==> src/rtl/mem_arb_pkg.sv <==
// mem_arb_pkg: shared types for the memory port arbiter.
//   arb_state_e : arbiter FSM states
//   mem_cmd_t   : one latched memory command (address, write enable,
//                 byte enables, write data)
//   REQ_*       : requester slot assignment on the req_i vector
package mem_arb_pkg;

    typedef enum logic [1:0] {
        IDLE,
        ISSUE,
        WAIT
    } arb_state_e;

    // Command field widths; the top-level MEM_W must match CMD_DATA_W.
    localparam int unsigned CMD_ADDR_W = 32;
    localparam int unsigned CMD_DATA_W = 32;

    typedef struct packed {
        logic [CMD_ADDR_W-1:0]   addr;
        logic                    we;
        logic [CMD_DATA_W/8-1:0] be;
        logic [CMD_DATA_W-1:0]   wdata;
    } mem_cmd_t;

    localparam int unsigned REQ_IFETCH = 0;
    localparam int unsigned REQ_DATA   = 1;
    localparam int unsigned REQ_VEC    = 2;

endpackage

==> src/rtl/rr_picker.sv <==
// rr_picker: combinational round-robin selector.
//   req     : request vector, one bit per requester
//   rr_ptr  : index that has priority this round
//   winner  : first requesting index at or above rr_ptr, wrapping
//   any_req : at least one request is pending (winner valid)
module rr_picker #(
    parameter int unsigned NUM_REQ = 3,
    parameter int unsigned PTR_W   = (NUM_REQ > 1) ? $clog2(NUM_REQ) : 1
) (
    input  logic [NUM_REQ-1:0] req,
    input  logic [PTR_W-1:0]   rr_ptr,
    output logic [PTR_W-1:0]   winner,
    output logic               any_req
);

    logic [PTR_W-1:0] idx;

    // NOTE: every output of a combinational block gets a default before any
    // conditional assignment, so no path leaves it unassigned (no latch).
    always_comb begin
        winner  = '0;
        any_req = 1'b0;
        idx     = '0;
        for (int i = 0; i < int'(NUM_REQ); i++) begin
            idx = PTR_W'((int'(rr_ptr) + i) % int'(NUM_REQ));
            if (!any_req && req[idx]) begin
                winner  = idx;
                any_req = 1'b1;
            end
        end
    end

endmodule

==> src/rtl/mem_port_arbiter.sv <==
// mem_port_arbiter: shares the MMU memory request port among NUM_REQ
// requesters (instruction fetch, data, vector LSU) with round-robin
// arbitration, one outstanding transaction at a time.
//   clk, rst          : clock, synchronous active-low reset
//   req_i .. wdata_i  : packed per-requester commands
//   gnt_o             : one-cycle accept pulse to the winner
//   rvalid_o, err_o   : response to the winner only
//   rdata_o           : shared read data, zero unless rvalid_o is set
//   mem_*_o / mem_*_i : command to / response from the MMU
//   busy_o            : transaction in progress
//   timeout_o         : pulse when the MMU did not answer in time
module mem_port_arbiter
    import mem_arb_pkg::*;
#(
    parameter int unsigned NUM_REQ        = 3,
    parameter int unsigned MEM_W          = 32,
    parameter int unsigned TIMEOUT_CYCLES = 256
) (
    input  logic                   clk,
    input  logic                   rst,
    input  logic [NUM_REQ-1:0]     req_i,
    input  logic [NUM_REQ*32-1:0]  addr_i,
    input  logic [NUM_REQ-1:0]     we_i,
    input  logic [NUM_REQ*MEM_W/8-1:0] be_i,
    input  logic [NUM_REQ*MEM_W-1:0]   wdata_i,
    output logic [NUM_REQ-1:0]     gnt_o,
    output logic [NUM_REQ-1:0]     rvalid_o,
    output logic [NUM_REQ-1:0]     err_o,
    output logic [MEM_W-1:0]       rdata_o,
    output logic                   mem_req_o,
    output logic [31:0]            mem_addr_o,
    output logic                   mem_we_o,
    output logic [MEM_W/8-1:0]     mem_be_o,
    output logic [MEM_W-1:0]       mem_wdata_o,
    input  logic                   mem_rvalid_i,
    input  logic                   mem_err_i,
    input  logic [MEM_W-1:0]       mem_rdata_i,
    output logic                   busy_o,
    output logic                   timeout_o
);

    localparam int unsigned PTR_W   = (NUM_REQ > 1) ? $clog2(NUM_REQ) : 1;
    localparam int unsigned TIMER_W = $clog2(TIMEOUT_CYCLES) + 1;

    arb_state_e          state, state_next;
    logic [PTR_W-1:0]    rr_ptr;
    logic [PTR_W-1:0]    win;
    logic [TIMER_W-1:0]  timer;
    mem_cmd_t            cmd;

    logic [PTR_W-1:0]    pick;
    logic                any_req;
    logic                done;

    rr_picker #(
        .NUM_REQ (NUM_REQ),
        .PTR_W   (PTR_W)
    ) u_picker (
        .req     (req_i),
        .rr_ptr  (rr_ptr),
        .winner  (pick),
        .any_req (any_req)
    );

    // The command bus always reflects the latched copy; it is cleared by
    // reset and only reloaded when a new winner is accepted.
    assign mem_addr_o  = cmd.addr;
    assign mem_we_o    = cmd.we;
    assign mem_be_o    = cmd.be;
    assign mem_wdata_o = cmd.wdata;

    // NOTE: state registers use non-blocking assignments so every flop
    // samples values from before the edge, independent of statement order.
    always_ff @(posedge clk) begin
        if (!rst) begin
            // NOTE: the latched command is data, but it drives the MMU bus
            // directly, so it is reset to give a defined all-zero port.
            state  <= IDLE;
            rr_ptr <= '0;
            win    <= '0;
            timer  <= '0;
            cmd    <= '0;
        end else begin
            state <= state_next;
            case (state)
                IDLE: begin
                    if (any_req) begin
                        win       <= pick;
                        cmd.addr  <= addr_i[32*pick +: 32];
                        cmd.we    <= we_i[pick];
                        cmd.be    <= be_i[(MEM_W/8)*pick +: MEM_W/8];
                        cmd.wdata <= wdata_i[MEM_W*pick +: MEM_W];
                    end
                end
                ISSUE: timer <= '0;
                WAIT: begin
                    timer <= done ? '0 : timer + 1'b1;
                    if (done) begin
                        rr_ptr <= (win == PTR_W'(NUM_REQ - 1)) ? '0 : win + 1'b1;
                    end
                end
                default: ;
            endcase
        end
    end

    always_comb begin
        state_next = state;
        gnt_o      = '0;
        rvalid_o   = '0;
        err_o      = '0;
        rdata_o    = '0;
        mem_req_o  = 1'b0;
        timeout_o  = 1'b0;
        done       = 1'b0;
        busy_o     = (state != IDLE);
        case (state)
            IDLE: begin
                if (any_req) state_next = ISSUE;
            end
            ISSUE: begin
                gnt_o[win] = 1'b1;
                mem_req_o  = 1'b1;
                state_next = WAIT;
            end
            WAIT: begin
                // Drop the request in the response cycle so the MMU does
                // not see it as a fresh command.
                mem_req_o = ~(mem_rvalid_i | mem_err_i);
                if (mem_err_i) begin
                    err_o[win] = 1'b1;
                    done       = 1'b1;
                end else if (mem_rvalid_i) begin
                    rvalid_o[win] = 1'b1;
                    rdata_o       = mem_rdata_i;
                    done          = 1'b1;
                end else if (timer == TIMER_W'(TIMEOUT_CYCLES - 1)) begin
                    // Writes to unacknowledged peripherals complete as
                    // successful; a read with no data is an error.
                    timeout_o = 1'b1;
                    if (cmd.we) rvalid_o[win] = 1'b1;
                    else        err_o[win]    = 1'b1;
                    done = 1'b1;
                end
                if (done) state_next = IDLE;
            end
            default: state_next = IDLE;
        endcase
    end

endmodule

==> config.mk <==
export PLATFORM = sky130hd
export DESIGN_NAME = mem_port_arbiter
export DESIGN_NICKNAME = d
export VERILOG_FILES = /design/src/rtl/mem_arb_pkg.sv /design/src/rtl/rr_picker.sv /design/src/rtl/mem_port_arbiter.sv
export SDC_FILE = /design/constraint.sdc
export NUM_CORES = 1
export LEC_CHECK = 0
export CORE_AREA = 2 2 139 141
export CTS_CLUSTER_DIAMETER = 50
export CTS_CLUSTER_SIZE = 28
export DETAILED_ROUTE_END_ITERATION = 12
export DIE_AREA = 0 0 141 143
export PLACE_DENSITY = 0.68
export SLEW_MARGIN = 20
export SYNTH_ARGS = -nofsm -noshare
export SYNTH_HDL_FRONTEND = slang
export SYNTH_SLANG_ARGS = --single-unit
==> constraint.sdc <==
create_clock -name clk -period 3.2 [get_ports clk]
set_clock_uncertainty 0.15 [all_clocks]
set_input_delay 0.8 -clock clk [delete_from_list [all_inputs] [get_ports clk]]
set_output_delay 0.8 -clock clk [all_outputs]
set_load 0.005 [all_outputs]
# Word level (Yosys, flattened, before mapping)
# Cells that the tools add are included.
# Widths: inputs -> output; s select.
[word_totals]
ff_bits = 84
in_bits = 246
output_inout_bits = 113
wordCells = 88
[op_classes]
n_addsub = 4
div = 3
order_cmp = 6
eq_ne = 6
shift = 3
mux = 45
bitwise_logic = 2
n_reduce_logical = 11
[op_table]
columns = ["operator", "count"]
rows = [
  ["$shiftx 96x8->32", 2],
  ["$mux 32", 3],
  ["$mod 32x3->32 const B", 2],
  ["$mux 3", 11],
  ["$mod 3x3->32 const B", 1],
  ["$pmux 9 s2", 1],
  ["$mux 1", 16],
  ["$lt 2x3->1 const B", 5],
  ["$mux 2", 6],
  ["$shiftx 12x5->4", 1],
  ["$add 9x1->9 const B", 1],
  ["$eq 9x8->1 const B", 1],
  ["$mux 9", 1],
  ["$bmux 1 s2", 4],
  ["$pmux 2 s3", 1],
  ["$reduce_and 2->1", 3],
  ["$eq 2x2->1 const B", 2],
  ["$ne 2x2->1 const B", 2],
  ["$reduce_bool 2->1", 2],
  ["$add 2x1->3 const B", 1],
  ["$add 2x2->3 const B", 1],
  ["$logic_and 1x1->1", 3],
  ["$add 2x1->2 const B", 1],
  ["$demux 1 s2", 1],
  ["other kinds (7)", 8],
]

# Depth between registers and ports, before layout
# Gate-level depths: netlist of run 1.
[logic_depth]
word_depth = 12
mapped_depth = 12

# Cells and area by module
# A second synthesis of run 1 with hierarchy kept.
[unflattened]
hier_cells = 560
area_unflattened_um2 = 4961.0
[modules_own_cells]
columns = ["module", "instances", "cells_each", "area_each_um2", "seq_area_each_um2"]
rows = [
  ["mem_port_arbiter", 1, 534, 4760.8, 1681.6],
  ["rr_picker", 1, 26, 200.2, 0.0],
]

# Least setup slack after synthesis of run 1
# Ideal clock, no wire load.
[synth_timing]
path_kind = "input to register"
from = "in req_i[0]"
to = "reg cmd, in the netlist mem_addr_o[13]"
setup_ns = 0.121
arrival_time_ns = 2.225
slack_ns = 0.704
path_stages = 9
n_path_buf = 4
path_cell_list = "clkbuf_2 > mux2i_1 > or2_2 > a31o_4 > and2_1 > buf_6 > buf_6 > buf_6 > o2bb2ai_1"
[synth_between]
elab_chain_cells = 10
[synth_rtl]
columns = ["element", "line_no", "rtl"]
rows = [
  ["start: declaration", "mem_port_arbiter.sv:21", "input logic [NUM_REQ-1:0] req_i,"],
  ["$bmux 1 s2", "rr_picker.sv:26", "if (!any_req && req[idx]) begin"],
  ["$mux 1 (not written as such)", "rr_picker.sv:26", ""],
  ["$mux 1", "rr_picker.sv:26", ""],
  ["$logic_not 1->1", "rr_picker.sv:26", ""],
  ["$logic_and 1x1->1", "rr_picker.sv:26", ""],
  ["$mux 1", "rr_picker.sv:26", ""],
  ["$logic_not 1->1", "rr_picker.sv:26", ""],
  ["$logic_and 1x1->1", "rr_picker.sv:26", ""],
  ["$mux 2 / $mux 1 (equally long branches)", "rr_picker.sv:26", ""],
  ["$shiftx 96x8->32 / $reduce_and 2->1 (equally long branches)", "-", ""],
  ["end: declaration", "mem_port_arbiter.sv:49", "mem_cmd_t cmd;"],
]
# Several ways; a longest one is shown, not always the timed one. The select of a mux whose other input is x is not followed.
# A chain may end at the register's enable or synchronous reset.

# Final worst setup path of run 1
[layout_timing]
from = "reg timer[0]"
to = "out err_o[0]"
[layout_between]
elab_chain_cells = 5
[layout_rtl]
columns = ["element", "line_no", "rtl"]
rows = [
  ["start: declaration", "mem_port_arbiter.sv:48", "logic [TIMER_W-1:0] timer;"],
  ["start signal: assignment", "mem_port_arbiter.sv:97", "timer <= done ? '0 : timer + 1'b1;"],
  ["$eq 9x8->1", "mem_port_arbiter.sv:137", "end else if (timer == TIMER_W'(TIMEOUT_CYCLES - 1)) begin"],
  ["$mux 3", "mem_port_arbiter.sv:137", ""],
  ["$mux 3", "mem_port_arbiter.sv:133", "end else if (mem_rvalid_i) begin"],
  ["$mux 3", "mem_port_arbiter.sv:130", "if (mem_err_i) begin"],
  ["$mux 3", "mem_port_arbiter.sv:117", "case (state)"],
  ["end: declaration", "mem_port_arbiter.sv:28", "output logic [NUM_REQ-1:0] err_o,"],
]
# No other way between the ends.

==> results of run 1 <==
-- registers in the layout, summed over array words and instances (netlist names) --
register and cells:
mem_addr_o 32, mem_be_o 4, mem_wdata_o 32, mem_we_o 1, rr_ptr 2, state 2
timer 9, win 2
-- worst max-delay path by stage --
stage	cells past startpoint	slack [ps]	startpoint	end
floorplan	9	700	req_i[0]	mem_addr_o[13]$_SDFFE_PN0P_
global placement	5	-180	mem_err_i	rvalid_o[0]
detailed placement	5	-170	mem_err_i	rvalid_o[0]
CTS	6	10	mem_err_i	mem_req_o
global route	9	-7	timer[0]$_SDFFE_PN0P_	err_o[0]
finish	9	150	timer[0]$_SDFFE_PN0P_	err_o[0]
-- layout make-up --
class                      count  area, um2  share of cell area [%]
multi-input combinational    422       3180                    32.7
sequential                    84       1680                    17.4
clock buffer                  11        233                    2.40
inverter                      80        300                    3.09
clock inverter                 4       27.5                   0.284
timing repair buffer         390       3990                    41.1
tap                          234        293                    3.02
-- what timing repair did --
item	4_1_cts	5_1_grt
cloned	1	0
hold buffers	0	0
pin swaps	4	2
setup endpoints to repair	40	3
buffers inserted	1	0
gates resized for setup	53	3
-- routing by layer --
metal | up-vias | global-route usage [%]
li1 | 3143 | -
met1 | 3065 | 27.8
met2 | 328 | 39.1
met3 | 52 | 4.56
met4 | 2 | 10.3
met5 | - | 0
-- synth_stat cells (all sizes together) (3+ instances only) --
cell type	instances	area share [%]
inv	80	5.5
ha	8	1.8
clkbuf	47	3.3
or2	3	0.34
nand2	9	0.62
dfxtp	84	31
mux2i	8	1.7
nand2b	6	0.69
or3	3	0.34
xor2	3	0.48
and2	34	3.9
a211oi	69	9.5
xnor2	3	0.48
a311oi	70	12
nor3	4	0.37
o21ai	72	6.7
buf	29	3.8
nor2	24	1.6
o2bb2ai	69	11
a21oi	6	0.55
nand4	3	0.34
-- through the flow --
step	cell area, um2	hold slack (ps)	setup WS (ps)
5_1_grt	9700	329	-6.83
6_report	9700	309	148
2_1_floorplan	5470	303	704
3_5_place_dp	9410	295	-171
3_3_place_gp	9410	294	-184
4_1_cts	9690	314	10.4
-- power by group through the flow --
stage                     Combinational [mW]  Sequential (mW)  Clock, mW
after CTS                               1.72             1.34      0.989
after detailed placement                1.72             1.36          0
after global routing                    1.85             1.36       1.04
after global placement                  1.71             1.36          0
final                                   1.72             1.34      0.960
after floorplan                        0.714             1.36          0
-- worst reg2reg max path, cell delays in order, from the launching register on --
cell	delay [ps]
dfxtp_1	350
inv_1	70
ha_1	370
inv_2	160
o311ai_4	410
buf_4	410
a311oi_1	160
a211oi_1	310
o2bb2ai_1	110
-- cells by family after synthesis --
family / Yosys count
flip-flops: 84
buffers and inverters: 156
XOR/XNOR: 6
AND/OR/NAND/NOR: 96
AO/OA/AOI/OAI: 302
adder cells (fa/ha/maj): 8
multiplexers: 10
==> results.sh, run 1 <==
export IMPL_yosys_mux_area_fraction_pct=2.10
export IMPL_final_setup_viol_count=0
export IMPL_fmax_mhz=328
export IMPL_wl_per_cell_um=19.5
export IMPL_holdPathStages=1
export IMPL_seqPwrFrac_pct=33.4
export IMPL_final_cells=1225
export IMPL_die_area_mm2=0.0202
export IMPL_worst_pin_slew_ps=547
export IMPL_cellLeakagePower_nw=3.72
export IMPL_status="finished clean"
export IMPL_grt_pass1_vias=6529
export IMPL_start_util_pct=29.5
export IMPL_final_setup_tns_ps=0
export IMPL_grt_ovfl_total=0
export IMPL_boundaryPins=359
export IMPL_gp_congestion=0.822
export IMPL_nets=1241
export IMPL_cp_required_ps=2250
export IMPL_die_h_um=143
export IMPL_slew_viol_final=0
export IMPL_cts_root_buf="clkbuf_16"
export IMPL_portBuffers=358
export IMPL_wl_met3_um=1710
export IMPL_fill_cells=1797
export IMPL_r2r_end="mem_addr_o[1]$_SDFFE_PN0P_"
export IMPL_maxCapViolCount=0
export IMPL_ant_nets=0
export IMPL_cts_buffers=9
export IMPL_max_stage_delay_ps=350
export IMPL_synth_xor_xnor_area_share_pct=0.960
export IMPL_path_cells="ha_2 -> nand3_1 -> nor2_2 -> ha_2 -> buf_4 -> nor3b_2 -> o21ai_2 -> nor3_2 -> dlygate4sd2_1"
export IMPL_start_kind="flip-flop"
export IMPL_rr_worst_depth=8
export IMPL_die_w_um=141
export IMPL_worstHoldEndpoint="mem_wdata_o[21]$_SDFFE_PN0P_"
export IMPL_power_density_mw_per_mm2=414
export IMPL_clockBufferDepth=2
export IMPL_power_mw=4.01
export IMPL_yosysWarnings=0
export IMPL_p_switching_mw=1.31
export IMPL_swShare_pct=32.7
export IMPL_syn_area_mm2=0.00547
export IMPL_synthSimpleGateAreaFrac_pct=9.60
export IMPL_reg2reg_slack_ps=570
export IMPL_avgSynthCellArea_um2=8.27
export IMPL_path_max_fanout=5
export IMPL_cp_top_family="simple AND/OR/NAND/NOR gates"
export IMPL_dp_hpwl_um=16900
export IMPL_drtPass1Iterations=4
export IMPL_clkTransAtPathRegs_ps=60
export IMPL_finalCriticalPeriod_ps=3050
export IMPL_ys_seq_area_share_pct=30.7
export IMPL_worstSkewPairLatency_ps=340
export IMPL_ir_drop_uv=216
export IMPL_synth_compound_area_share_pct=42.2
export IMPL_highest_layer="met5"
export IMPL_antenna_found_initial=1
export IMPL_ys_types=52
export IMPL_placementRows=50
export IMPL_ys_flop_type="dfxtp_1"
export IMPL_r2r_start="rr_ptr[0]$_SDFFE_PN0P_"
export IMPL_grt_usage_pct=22.8
export IMPL_drt_iter0_drc=412
export IMPL_cts_tree="done"
export IMPL_layout_common_cells="316 x clkdlybuf4s50_1, 82 x dfxtp_1, 79 x inv_1"
export IMPL_cp_end_kind="output port"
export IMPL_cts_sinks=84
export IMPL_comb_power_share_pct=42.7
export IMPL_internal_power_mw=2.70
export IMPL_drive_above_1_share_pct=7.67
export IMPL_synthArstFlopShare_pct=0
export IMPL_cp_data_arrival_time_ps=2100
export IMPL_grt_start_max_net_pins=41
export IMPL_crit_top_cell="ha_2"
export IMPL_slew_headroom_pct=63.3
export IMPL_via_count=6590
export IMPL_dp_cells=1208
export IMPL_min_period_over_period_pct=95.4
export IMPL_syn_instance_count=662
export IMPL_area_delta_synth_final_pct=77.3
export IMPL_m1WireLength_um=9790
export IMPL_holdCritStartpoint="mem_wdata_o[21]$_SDFFE_PN0P_"
export IMPL_drc_errors=0
export IMPL_viasPerCell=5.38
export IMPL_synth_top_family_by_area="compound AO/OA/AOI/OAI gates"
export IMPL_min_path_type="reg2reg"
export IMPL_post_route_util_pct=52.2
export IMPL_finalHoldViolations=0
export IMPL_final_common_cell="clkdlybuf4s50_1"
export IMPL_criticalPathCategory="reg2out"
export IMPL_core_area_mm2=0.0186
export IMPL_num_antenna_cells=0
export IMPL_ys_ff_latch=84
export IMPL_synth_edf_count=0
export IMPL_finalWirelength_um=23900
export IMPL_p_clk_share_pct=23.9
export IMPL_synth_fp_nets=916
export IMPL_crit_buf_inv=2
export IMPL_yosys_area_share_adder_pct=1.83
export IMPL_grt_pass1_wl_um=35900
export IMPL_met2_wirelength_um=11600
export IMPL_rsz0062_at_grt="yes"
export IMPL_htreeDepth=3
export IMPL_cpMaxStageDelayCell="dfxtp_2"
Power figures use the tool's default switching activity.
==> run 2, diff against run 1 <==
- ABC_CLOCK_PERIOD_IN_PS: not set -> 3200
- CORE_AREA: 2 2 139 141 -> 2 2 140 142
- DIE_AREA: 0 0 141 143 -> 0 0 142 144
- PLACE_DENSITY: 0.68 -> 0.67
- RECOVER_POWER: not set -> 50
==> results.sh, run 2 (synthesized netlist as in run 1, its figures left out) <==
export IMPL_die_h_um=144
export IMPL_die_w_um=142
export IMPL_cts_root_buf="clkbuf_16"
export IMPL_holdPathStages=1
export IMPL_grt_use_met3_pct=4.37
export IMPL_status="finished clean"
export IMPL_antenna_found_initial=1
export IMPL_max_stage_delay_ps=250
export IMPL_cts_buffers=9
export IMPL_area_delta_synth_final_pct=79.7
export IMPL_grt_usage_pct=22.1
export IMPL_clkTransAtPathRegs_ps=60
export IMPL_power_density_mw_per_mm2=408
export IMPL_crit_top_cell="buf_4"
export IMPL_finalHoldViolations=0
export IMPL_post_route_util_pct=51.6
export IMPL_drtPass1Iterations=4
export IMPL_ant_nets=0
export IMPL_grt_pass1_wl_um=35500
export IMPL_cp_required_ps=2250
export IMPL_min_path_type="reg2reg"
export IMPL_finalCriticalPeriod_ps=3140
export IMPL_fmax_mhz=319
export IMPL_use_met1_pct=27.5
export IMPL_grtUsageMet2_pct=38.2
export IMPL_min_period_over_period_pct=98.1
export IMPL_start_util_pct=28.7
export IMPL_drive_above_1_share_pct=9.39
export IMPL_dp_hpwl_um=16300
export IMPL_finalWirelength_um=23600
export IMPL_grt_pass1_vias=6430
export IMPL_placementRows=51
export IMPL_viasPerCell=5.28
export IMPL_cp_end_kind="output port"
export IMPL_portBuffers=358
export IMPL_criticalPathCategory="in2out"
export IMPL_clockBufferDepth=2
export IMPL_core_area_mm2=0.0191
export IMPL_cts_sinks=84
export IMPL_final_common_cell="clkdlybuf4s50_1"
export IMPL_via_count=6606
export IMPL_slew_viol_final=0
export IMPL_wl_per_cell_um=18.9
export IMPL_cts_tree="done"
export IMPL_start_kind="input port"
export IMPL_boundaryPins=359
export IMPL_path_cells="dlygate4sd2_1 -> nand2b_4 -> nor2_4 -> buf_4 -> buf_6 -> buf_4 -> buf_4 -> and2_1 -> dlygate4sd2_1"
export IMPL_worst_pin_slew_ps=621
export IMPL_cpMaxStageDelayCell="dlygate4sd2_1"
export IMPL_ir_drop_uv=228
export IMPL_final_setup_viol_count=0
export IMPL_layout_common_cells="242 x clkdlybuf4s50_1, 82 x dfxtp_1, 79 x inv_1"
export IMPL_grt_start_max_net_pins=50
export IMPL_final_setup_tns_ps=0
export IMPL_worstSkewPairLatency_ps=350
export IMPL_drt_iter0_drc=315
export IMPL_maxCapViolCount=0
export IMPL_grt_ovfl_total=0
export IMPL_grt_busiest_layer="met2"
export IMPL_die_area_mm2=0.0204
export IMPL_cellLeakagePower_nw=4.01
export IMPL_gp_congestion=0.793
export IMPL_power_mw=4.02
export IMPL_rr_worst_depth=8
export IMPL_htreeDepth=3
export IMPL_path_max_fanout=5
export IMPL_slew_headroom_pct=58.6
export IMPL_drc_errors=0
export IMPL_cp_data_arrival_time_ps=2190
export IMPL_nets=1261
-- run 2: cell count changes in the layout (fill, tap and decap cells not counted), moves of 2 or more --
cell / delta
dlygate4sd3_1: +74
clkinvlp_4: -2
clkinv_4: +2
inv_6: +2
clkdlybuf4s50_1: -74
buf_4: +15
buf_12: -5
clkdlybuf4s15_1: +2
clkbuf_8: +2
clkbuf_4: +3
buf_6: +6
dlygate4sd2_1: -3
-- run 2: path summary, 6_finish.rpt --
check                                                  from                          end  slack (ps)
worst max-delay path                              mem_err_i                  rdata_o[25]          60
worst min-delay path            mem_wdata_o[0]$_SDFFE_PN0P_  mem_wdata_o[0]$_SDFFE_PN0P_         310
worst max register to register       rr_ptr[1]$_SDFFE_PN0P_  mem_wdata_o[2]$_SDFFE_PN0P_         300
worst min register to register  mem_wdata_o[0]$_SDFFE_PN0P_  mem_wdata_o[0]$_SDFFE_PN0P_         310
-- run 2: power by group --
part	switching, mW	internal (mW)
clock network	0.478	0.578
logic	0.761	0.876
registers	0.0952	1.23
total	1.33	2.68
-- run 2: metrics by stage --
| stage | hold slack (ps) | worst slack (ps) | std cells | area [um2] |
|---|---|---|---|---|
| finish | 307 | 61.4 | 1251 | 9840 |
| global route | 318 | -0.456 | 1250 | 9830 |
| CTS | 316 | -40.5 | 1248 | 9820 |
| detailed placement | 300 | -180 | 1214 | 9380 |
| global placement | 294 | -154 | 1214 | 9380 |
| floorplan | 303 | 704 | 662 | 5470 |
-- run 2: per-layer routing --
layer	vias up	wire length (um)
li1	3191	-
met3	27	1660
met4	0	476
met1	3094	9850
met2	294	11600
met5	-	0
-- run 2: final cells by class --
class / count / area [um2]
fill: 1862 / 9240
timing repair buffer: 410 / 4080
multi-input combinational: 422 / 3180
sequential: 84 / 1680
inverter: 80 / 300
tap: 238 / 298
clock buffer: 11 / 253
clock inverter: 5 / 42.5
antenna: 1 / 2.50
-- run 2: repair_timing --
item,in CTS,in global routing
hold buffers,0,0
setup endpoints to repair,40,4
setup buffers,14,2
hold endpoints to repair,0,0
cloned,4,0
resized for setup,61,6
pin swaps,2,3
-- run 2: worst max-delay path: cells and delay by family --
family / cells / cell delay (ps)
AND/OR/NAND/NOR: 3 / 460
buffers and inverters: 6 / 930
